**src/rtl/add8_err_sweeper.sv**
```systemverilog
// ============================================================================
// Module   : add8_err_sweeper
// Purpose  : Sweeps every operand pair into an external approximate adder and
//            accumulates error-count, |e|, e^2 and worst-case error metrics.
// Revision : 1.0 - initial release
// ============================================================================
`default_nettype none

module add8_err_sweeper #(
    parameter int W       = 8,
    parameter int DUT_LAT = 0
) (
    input  logic           clk,
    input  logic           rst_n,
    input  logic           start,
    output logic [W-1:0]   a_o,
    output logic [W-1:0]   b_o,
    input  logic [W:0]     o_i,
    output logic           busy,
    output logic           done,
    output logic [2*W:0]   err_cnt,
    output logic [3*W:0]   sum_abs,
    output logic [4*W+1:0] sum_sq,
    output logic [W:0]     wce
);

    localparam logic [2*W-1:0] c_last_idx   = '1;
    localparam logic [2:0]     c_drain_last = 3'((DUT_LAT > 0) ? DUT_LAT - 1 : 0);

    typedef enum logic [1:0] {
        S_IDLE  = 2'd0,
        S_SWEEP = 2'd1,
        S_DRAIN = 2'd2,
        S_DONE  = 2'd3
    } state_t;

    state_t           r_state;
    state_t           w_state_nxt;
    logic             w_start_ok;
    logic [2*W-1:0]   r_index;
    logic [2:0]       r_drain;

    logic             w_v0;
    logic [W:0]       w_s0;
    logic             w_v;
    logic [W:0]       w_s;
    logic [W:0]       w_e;
    logic [2*W+1:0]   w_e_x;
    logic [2*W+1:0]   w_sq;

    // ------------------------------------------------------------------------
    // Control FSM
    // ------------------------------------------------------------------------
    always_comb begin
        w_state_nxt = r_state;
        w_start_ok  = start && ((r_state == S_IDLE) || (r_state == S_DONE));
        case (r_state)
            S_IDLE, S_DONE: begin
                if (start) w_state_nxt = S_SWEEP;
            end
            S_SWEEP: begin
                if (r_index == c_last_idx)
                    w_state_nxt = (DUT_LAT == 0) ? S_DONE : S_DRAIN;
            end
            S_DRAIN: begin
                if (r_drain == c_drain_last) w_state_nxt = S_DONE;
            end
            default: w_state_nxt = S_IDLE;
        endcase
    end

    always_ff @(posedge clk or negedge rst_n) begin
        if (!rst_n) begin
            r_state <= S_IDLE;
            r_index <= '0;
            r_drain <= '0;
        end else begin
            r_state <= w_state_nxt;
            if (w_start_ok) begin
                r_index <= '0;
                r_drain <= '0;
            end else if ((r_state == S_SWEEP) && (r_index != c_last_idx)) begin
                r_index <= r_index + 1'b1;
            end else if (r_state == S_DRAIN) begin
                r_drain <= r_drain + 1'b1;
            end
        end
    end

    // B is the inner loop; the index register doubles as the operand register
    assign a_o  = r_index[2*W-1:W];
    assign b_o  = r_index[W-1:0];
    assign busy = (r_state == S_SWEEP) || (r_state == S_DRAIN);
    assign done = (r_state == S_DONE);

    // ------------------------------------------------------------------------
    // Exact-sum delay pipe, aligned with the adder's latency
    // ------------------------------------------------------------------------
    assign w_v0 = (r_state == S_SWEEP);
    assign w_s0 = {1'b0, a_o} + {1'b0, b_o};

    generate
        if (DUT_LAT == 0) begin : g_lat0
            assign w_v = w_v0;
            assign w_s = w_s0;
        end else begin : g_latn
            logic [DUT_LAT-1:0] r_vp;
            logic [W:0]         r_sp [DUT_LAT];

            always_ff @(posedge clk or negedge rst_n) begin
                if (!rst_n) begin
                    r_vp <= '0;
                    for (int i = 0; i < DUT_LAT; i++) r_sp[i] <= '0;
                end else begin
                    r_vp[0] <= w_v0;
                    r_sp[0] <= w_s0;
                    for (int i = 1; i < DUT_LAT; i++) begin
                        r_vp[i] <= r_vp[i-1];
                        r_sp[i] <= r_sp[i-1];
                    end
                end
            end

            assign w_v = r_vp[DUT_LAT-1];
            assign w_s = r_sp[DUT_LAT-1];
        end
    endgenerate

    // ------------------------------------------------------------------------
    // Error magnitude and metric accumulation
    // ------------------------------------------------------------------------
    assign w_e   = (o_i >= w_s) ? (o_i - w_s) : (w_s - o_i);
    assign w_e_x = {{(W+1){1'b0}}, w_e};
    assign w_sq  = w_e_x * w_e_x;

    always_ff @(posedge clk or negedge rst_n) begin
        if (!rst_n) begin
            err_cnt <= '0;
            sum_abs <= '0;
            sum_sq  <= '0;
            wce     <= '0;
        end else if (w_start_ok) begin
            err_cnt <= '0;
            sum_abs <= '0;
            sum_sq  <= '0;
            wce     <= '0;
        end else if (w_v) begin
            err_cnt <= err_cnt + {{(2*W){1'b0}}, |w_e};
            sum_abs <= sum_abs + {{(2*W){1'b0}}, w_e};
            sum_sq  <= sum_sq + {{(2*W){1'b0}}, w_sq};
            if (w_e > wce) wce <= w_e;
        end
    end

endmodule

`default_nettype wire

```
**config.mk**
```make
export PLATFORM = sky130hd
export DESIGN_NAME = add8_err_sweeper
export DESIGN_NICKNAME = d
export VERILOG_FILES = /design/src/rtl/add8_err_sweeper.sv
export SDC_FILE = /design/constraint.sdc
export NUM_CORES = 1
export LEC_CHECK = 0
export BUFFER_PORTS_ARGS = -buffer_cell sky130_fd_sc_hd__buf_2
export CAP_MARGIN = 30
export CORE_ASPECT_RATIO = 2
export CORE_UTILIZATION = 65
export DETAILED_ROUTE_END_ITERATION = 8
export PLACE_DENSITY = 0.88
export SYNTH_ARGS = -nofsm -noshare
export SYNTH_HDL_FRONTEND = slang
export SYNTH_SLANG_ARGS = --single-unit
```
**constraint.sdc**
```tcl
create_clock -name clk -period 21.8 [get_ports clk]
set_input_delay 0 -clock clk [delete_from_list [all_inputs] [get_ports clk]]
set_output_delay 0 -clock clk [all_outputs]
set_load 0.05 [all_outputs]
```
* Yosys cells after proc, flatten, opt, wreduce, memory -nomap -nowiden
Cells that the tools add are included.
** Word-level totals
- Logic and storage cells :: 61
- Register bits :: 106
- Output and inout bits :: 103
** Operators by class
- Muxes and demuxes :: 19
- Add/subtract/negate cells :: 8
- $lt $le $gt $ge :: 2
- Multiply operators :: 1
- Eq/ne operators :: 9
- Reductions and logical operators :: 15
** Operator list (number)
- 34-bit two-way mux :: 2
- 25-bit two-way mux :: 2
- 9-bit two-way mux :: 4
- 34-bit by 18-bit adder with 34-bit output :: 1
- 17-bit two-way mux :: 2
- 16-bit two-way mux :: 2
- 25-bit by 9-bit adder with 25-bit output :: 1
- 9-bit by 9-bit multiplier with 18-bit output :: 1
- 9-bit subtractor :: 2
- 17-bit by 1-bit adder with 17-bit output :: 1
- 16-bit by 1-bit adder with 16-bit output (second input constant) :: 1
- 16-bit == test (second input constant) :: 1
- 16-bit inequality test (second input constant) :: 1
- 8-bit by 8-bit adder with 9-bit output :: 1
- 9-bit greater-or-equal comparator :: 1
- 9-bit greater-than comparator :: 1
- 3-bit two-way mux :: 3
- 9-bit OR reduction :: 1
- 2-bit nonzero test :: 4
- 2-bit two-way mux :: 3
- 2-bit inequality test (second input constant) :: 3
- 2-bit one-hot mux with 3 select lines :: 1
- 2-bit == test (second input constant) :: 2
- 2-bit AND reduction :: 2
- other kinds (9) :: 11

* Longest topological paths before layout
- Word-level depth :: 7
- Gate-level depth with buffers :: 43

* Worst setup path after synthesis
Ideal clock, no wire load.
- Path kind :: reg2reg
- Start :: register r_index[0]
- End :: register sum_sq[28]
- Stages on the path, launching flop included :: 42
- Data required time :: 21.668 ns
- Path buffers :: 3
- Period minus slack after synthesis :: 8.923 ns
- Path slack :: 12.877 ns
- Setup time :: 0.132 ns
- Arrival :: 8.791 ns
- Cell sequence :: dfrtp_1 ha_1 inv_1 fa_1 inv_1 a21oi_1 o21bai_1 a21oi_1 o21bai_1 xor2_1 ha_1 buf_6 a211oi_2 nor2_1 or3_1 buf_6 nor4_1 o21bai_1 (+6 left out) a21oi_1 a31oi_1 o22ai_1 xor2_1 fa_1 fa_1 inv_1 fa_1 inv_1 ha_1 a21o_1 a21o_1 a21o_1 a221o_1 o211ai_1 a21boi_0 xnor2_1 nor2_1
** Between the ends
- Cells in the longest elaborated chain, start to end :: 7
- Elaborated cells between the ends (all ways) :: 9
- Those cells by class :: 4 x add/sub; 1 x mul; 1 x order compare; 3 x mux
** Ends and longest elaborated chain
- start, declared :: RTL line 40 : logic [2*W-1:0] r_index;
- start signal, assigned :: RTL line 83 : r_index <= r_index + 1'b1;
- 8-bit by 8-bit adder with 9-bit output (*) :: RTL line 100 : assign w_s0 = {1'b0, a_o} + {1'b0, b_o};
- 9-bit subtractor / 9-bit greater-or-equal comparator (equally long branches) :: RTL line 132 : assign w_e = (o_i >= w_s) ? (o_i - w_s) : (w_s - o_i);
- 9-bit two-way mux (*) :: RTL line 132
- 9-bit by 9-bit multiplier with 18-bit output (*) :: RTL line 134 : assign w_sq = w_e_x * w_e_x;
- 34-bit by 18-bit adder with 34-bit output (*) :: RTL line 150 : sum_sq <= sum_sq + {{(2*W){1'b0}}, w_sq};
- 34-bit two-way mux (*) :: RTL line 147 : end else if (w_v) begin
- 34-bit two-way mux (*) :: RTL line 142 : end else if (w_start_ok) begin
- end signal, assigned :: RTL line 150
- end, declared :: RTL line 23 : output logic [4*W+1:0] sum_sq,
Mark *: on every way between the ends. The rest lies on a longest branch, timed or not. The select of a mux whose other input is x is not followed.
A chain may end at the register's enable or synchronous reset.

* Worst setup path in the final report
Ends and elaborated chain as after synthesis.

==> metrics.cfg <==
[setup_path]
worst_setup_path_end_kind = flop
critical_path.max_fanout = 11
critical-path-max-stage-delay_ns = 0.69
cp_top_family = adder cells
cpMaxStageDelayCell = xor2_1
worstSetupStartpointType = flop
critPathArrivalTime_ns = 10.27
cp_num_buf_inv = 4
required_ns = 22.02
timing_worst_setup_path_type = reg2reg

[synthesis]
postSynth.asyncResetShare_pct = 100
synth_edf_count = 0
syn_nets = 1216
ys_warn_count = 0
synthDistinctLibCells = 68
ys.flop_type = dfrtp_1
synth_seq_area_share_pct = 28.3
ys_ff_latch = 106
yosys.area.top_type = dfrtp_1
postSynthCellCount = 1058
synth_area_leaders = dfrtp_1 28%, ha_1 13%, fa_1 10%
syn_avg_cell_area_um2 = 8.87
netlist.area_leader.share_pct = 28.3
syn-cell-area_um2 = 9380

[clock_network]
cts_made_buffers = 9
cts_root_buf = clkbuf_16
clkLatencyLatePin_ns = 0.37
cts_tree = built
cts.repair.resized = 0
cts_sinks = 106
htree_levels = 3
cts_setup_buffers = 0
cts_buffer_depth = 2
postCtsHoldBufs = 2
path_clk_slew_ns = 0.07

[floorplanning]
die_h_um = 172
dieArea_um2 = 14900
ios = 115
core_um2 = 14000
placementRows = 61
start_util_pct = 67.2
die_w_um = 86.9

[sta]
tightest_slew_ns = 0.842
setup_tns_ns = 0
fmaxAchievable_mhz = 99.4
drv_slew = 0
period_minus_slack_ns = 10.06
fin_crit_sh_pct = 46.1
finalClockSkew_ns = 0.0121
rsz0062_at_grt = no
maxSlewHeadroom_pct = 43.4
finalSetupViolCount = 0
finalHoldViolations = 0

[routing]
wl_per_cell_um = 16.9
finalWirelength_um = 23000
drt_iter0_drc = 558
viasPerCell = 5.88
num_vias = 7986
antenna_left = 0
drc = 0
first_pass_iters = 5

[global_route]
grt_max_degree = 69
grt_pass1_wl_um = 37700
first_global_vias = 8144
overflow = 0
grt_usage_pct = 32.5
antenna_found_initial = 0

[finish]
antenna_cells = 0
nNetsFinal = 1322
final_util_pct = 74.8
multi_input_comb_area_um2 = 5990
area_growth_pct = 11.3
seq_area_um2 = 2650
drive_gt1_share_pct = 14.1
fillers = 1062

[run_status]
status = finished clean

[placed_design]
gp_congestion = 1.00
port_buffers = 114
place_hpwl_um = 17600

[hold_path]
hold_class = in2async

[job]
drv_cap = 0

sequential cells by signal (all words and copies together), names as in the netlist:
name	cells
err_cnt	17
r_drain	3
r_index	16
r_state	2
sum_abs	25
sum_sq	34
wce	9
synthesized netlist by cell type (4+ instances only):
| library cell | n |
|---|---|
| a211oi_1 | 16 |
| inv_1 | 157 |
| buf_2 | 4 |
| ha_1 | 97 |
| nand3_1 | 26 |
| or2_2 | 5 |
| nor3_1 | 9 |
| xor2_1 | 43 |
| nand4_1 | 16 |
| a21oi_1 | 45 |
| clkbuf_1 | 18 |
| and3_1 | 19 |
| or3_1 | 12 |
| o31ai_1 | 5 |
| dfrtp_1 | 106 |
| nand2_1 | 57 |
| xnor2_1 | 45 |
| o21bai_1 | 9 |
| o21ai_0 | 27 |
| a21boi_0 | 7 |
| fa_1 | 49 |
| nor2b_1 | 8 |
| mux2i_1 | 24 |
| a21o_1 | 19 |
| nor2_1 | 145 |
| a31oi_1 | 4 |
| o22ai_1 | 6 |
| nand2b_1 | 4 |
| o21a_1 | 7 |
| and2_1 | 7 |
| and4_1 | 8 |
kinds of logic after synthesis:
kind of cell | share of synthesized area, %
xor gates and xnor gates | 8.74
DFF | 28.3
adders and majority gates | 23.4
muxes | 2.99
AOI/OAI and AO/OA | 11.9
and+or+nand+nor | 16.7
buffers and inverters | 7.92
cell type report:
type / instances / area share [%]
clock inverters: 7 / 0.659
inverters: 163 / 5.88
clock buffers: 9 / 2.16
flip-flops and latches: 106 / 25.4
well taps: 189 / 2.26
repair buffers: 122 / 6.28
multi-input cells: 762 / 57.4
routing by layer:
| metal | global-route usage [%] | wire (um) | part of all wire [%] | up-vias |
|---|---|---|---|---|
| met5 | 0 | 0 | 0 | - |
| met4 | 20.5 | 1320 | 5.7 | 0 |
| met3 | 6.01 | 1040 | 4.5 | 84 |
| met2 | 59.2 | 12500 | 55 | 270 |
| met1 | 33.5 | 8090 | 35 | 3925 |
| li1 | - | - | - | 3707 |
path summary, 6_finish.rpt:
path                       startpoint    endpoint  slack, ns  depth (start not counted)
setup reg to reg           r_index[0]  sum_sq[28]      11.74                         39
max in group asynchronous       rst_n  r_index[3]      20.66                          4
hold / removal                  rst_n  sum_sq[20]       0.09                          2
setup / recovery           r_index[0]  sum_sq[28]      11.74                         39
hold reg to reg            r_drain[2]  r_drain[2]       0.55                          2
min in group clk               o_i[7]      wce[7]       0.47                          5
layout by cell type (no fill, tap or decap), drive strengths merged, types with 44 or more instances in the layout:
cell type    n
a21oi       45
buf        120
dfrtp      106
fa          49
ha          97
inv        164
nand2       57
nor2       146
xnor2       47
xor2        44
through the flow:
stage	cell area [um^2]	setup slack (ns)	instances	hold slack, ns
floorplan	9380	12.88	1058	-0.296
global placement	10100	12.28	1337	-0.0620
detailed placement	10100	11.78	1339	-0.0589
CTS	10400	11.73	1357	0.100
global route	10400	11.08	1358	0.141
finish	10400	11.74	1358	0.0950
Power is left out: the tool's default activity adds up to more than one toggle a clock period on the data nets, which glitch-free logic cannot reach.
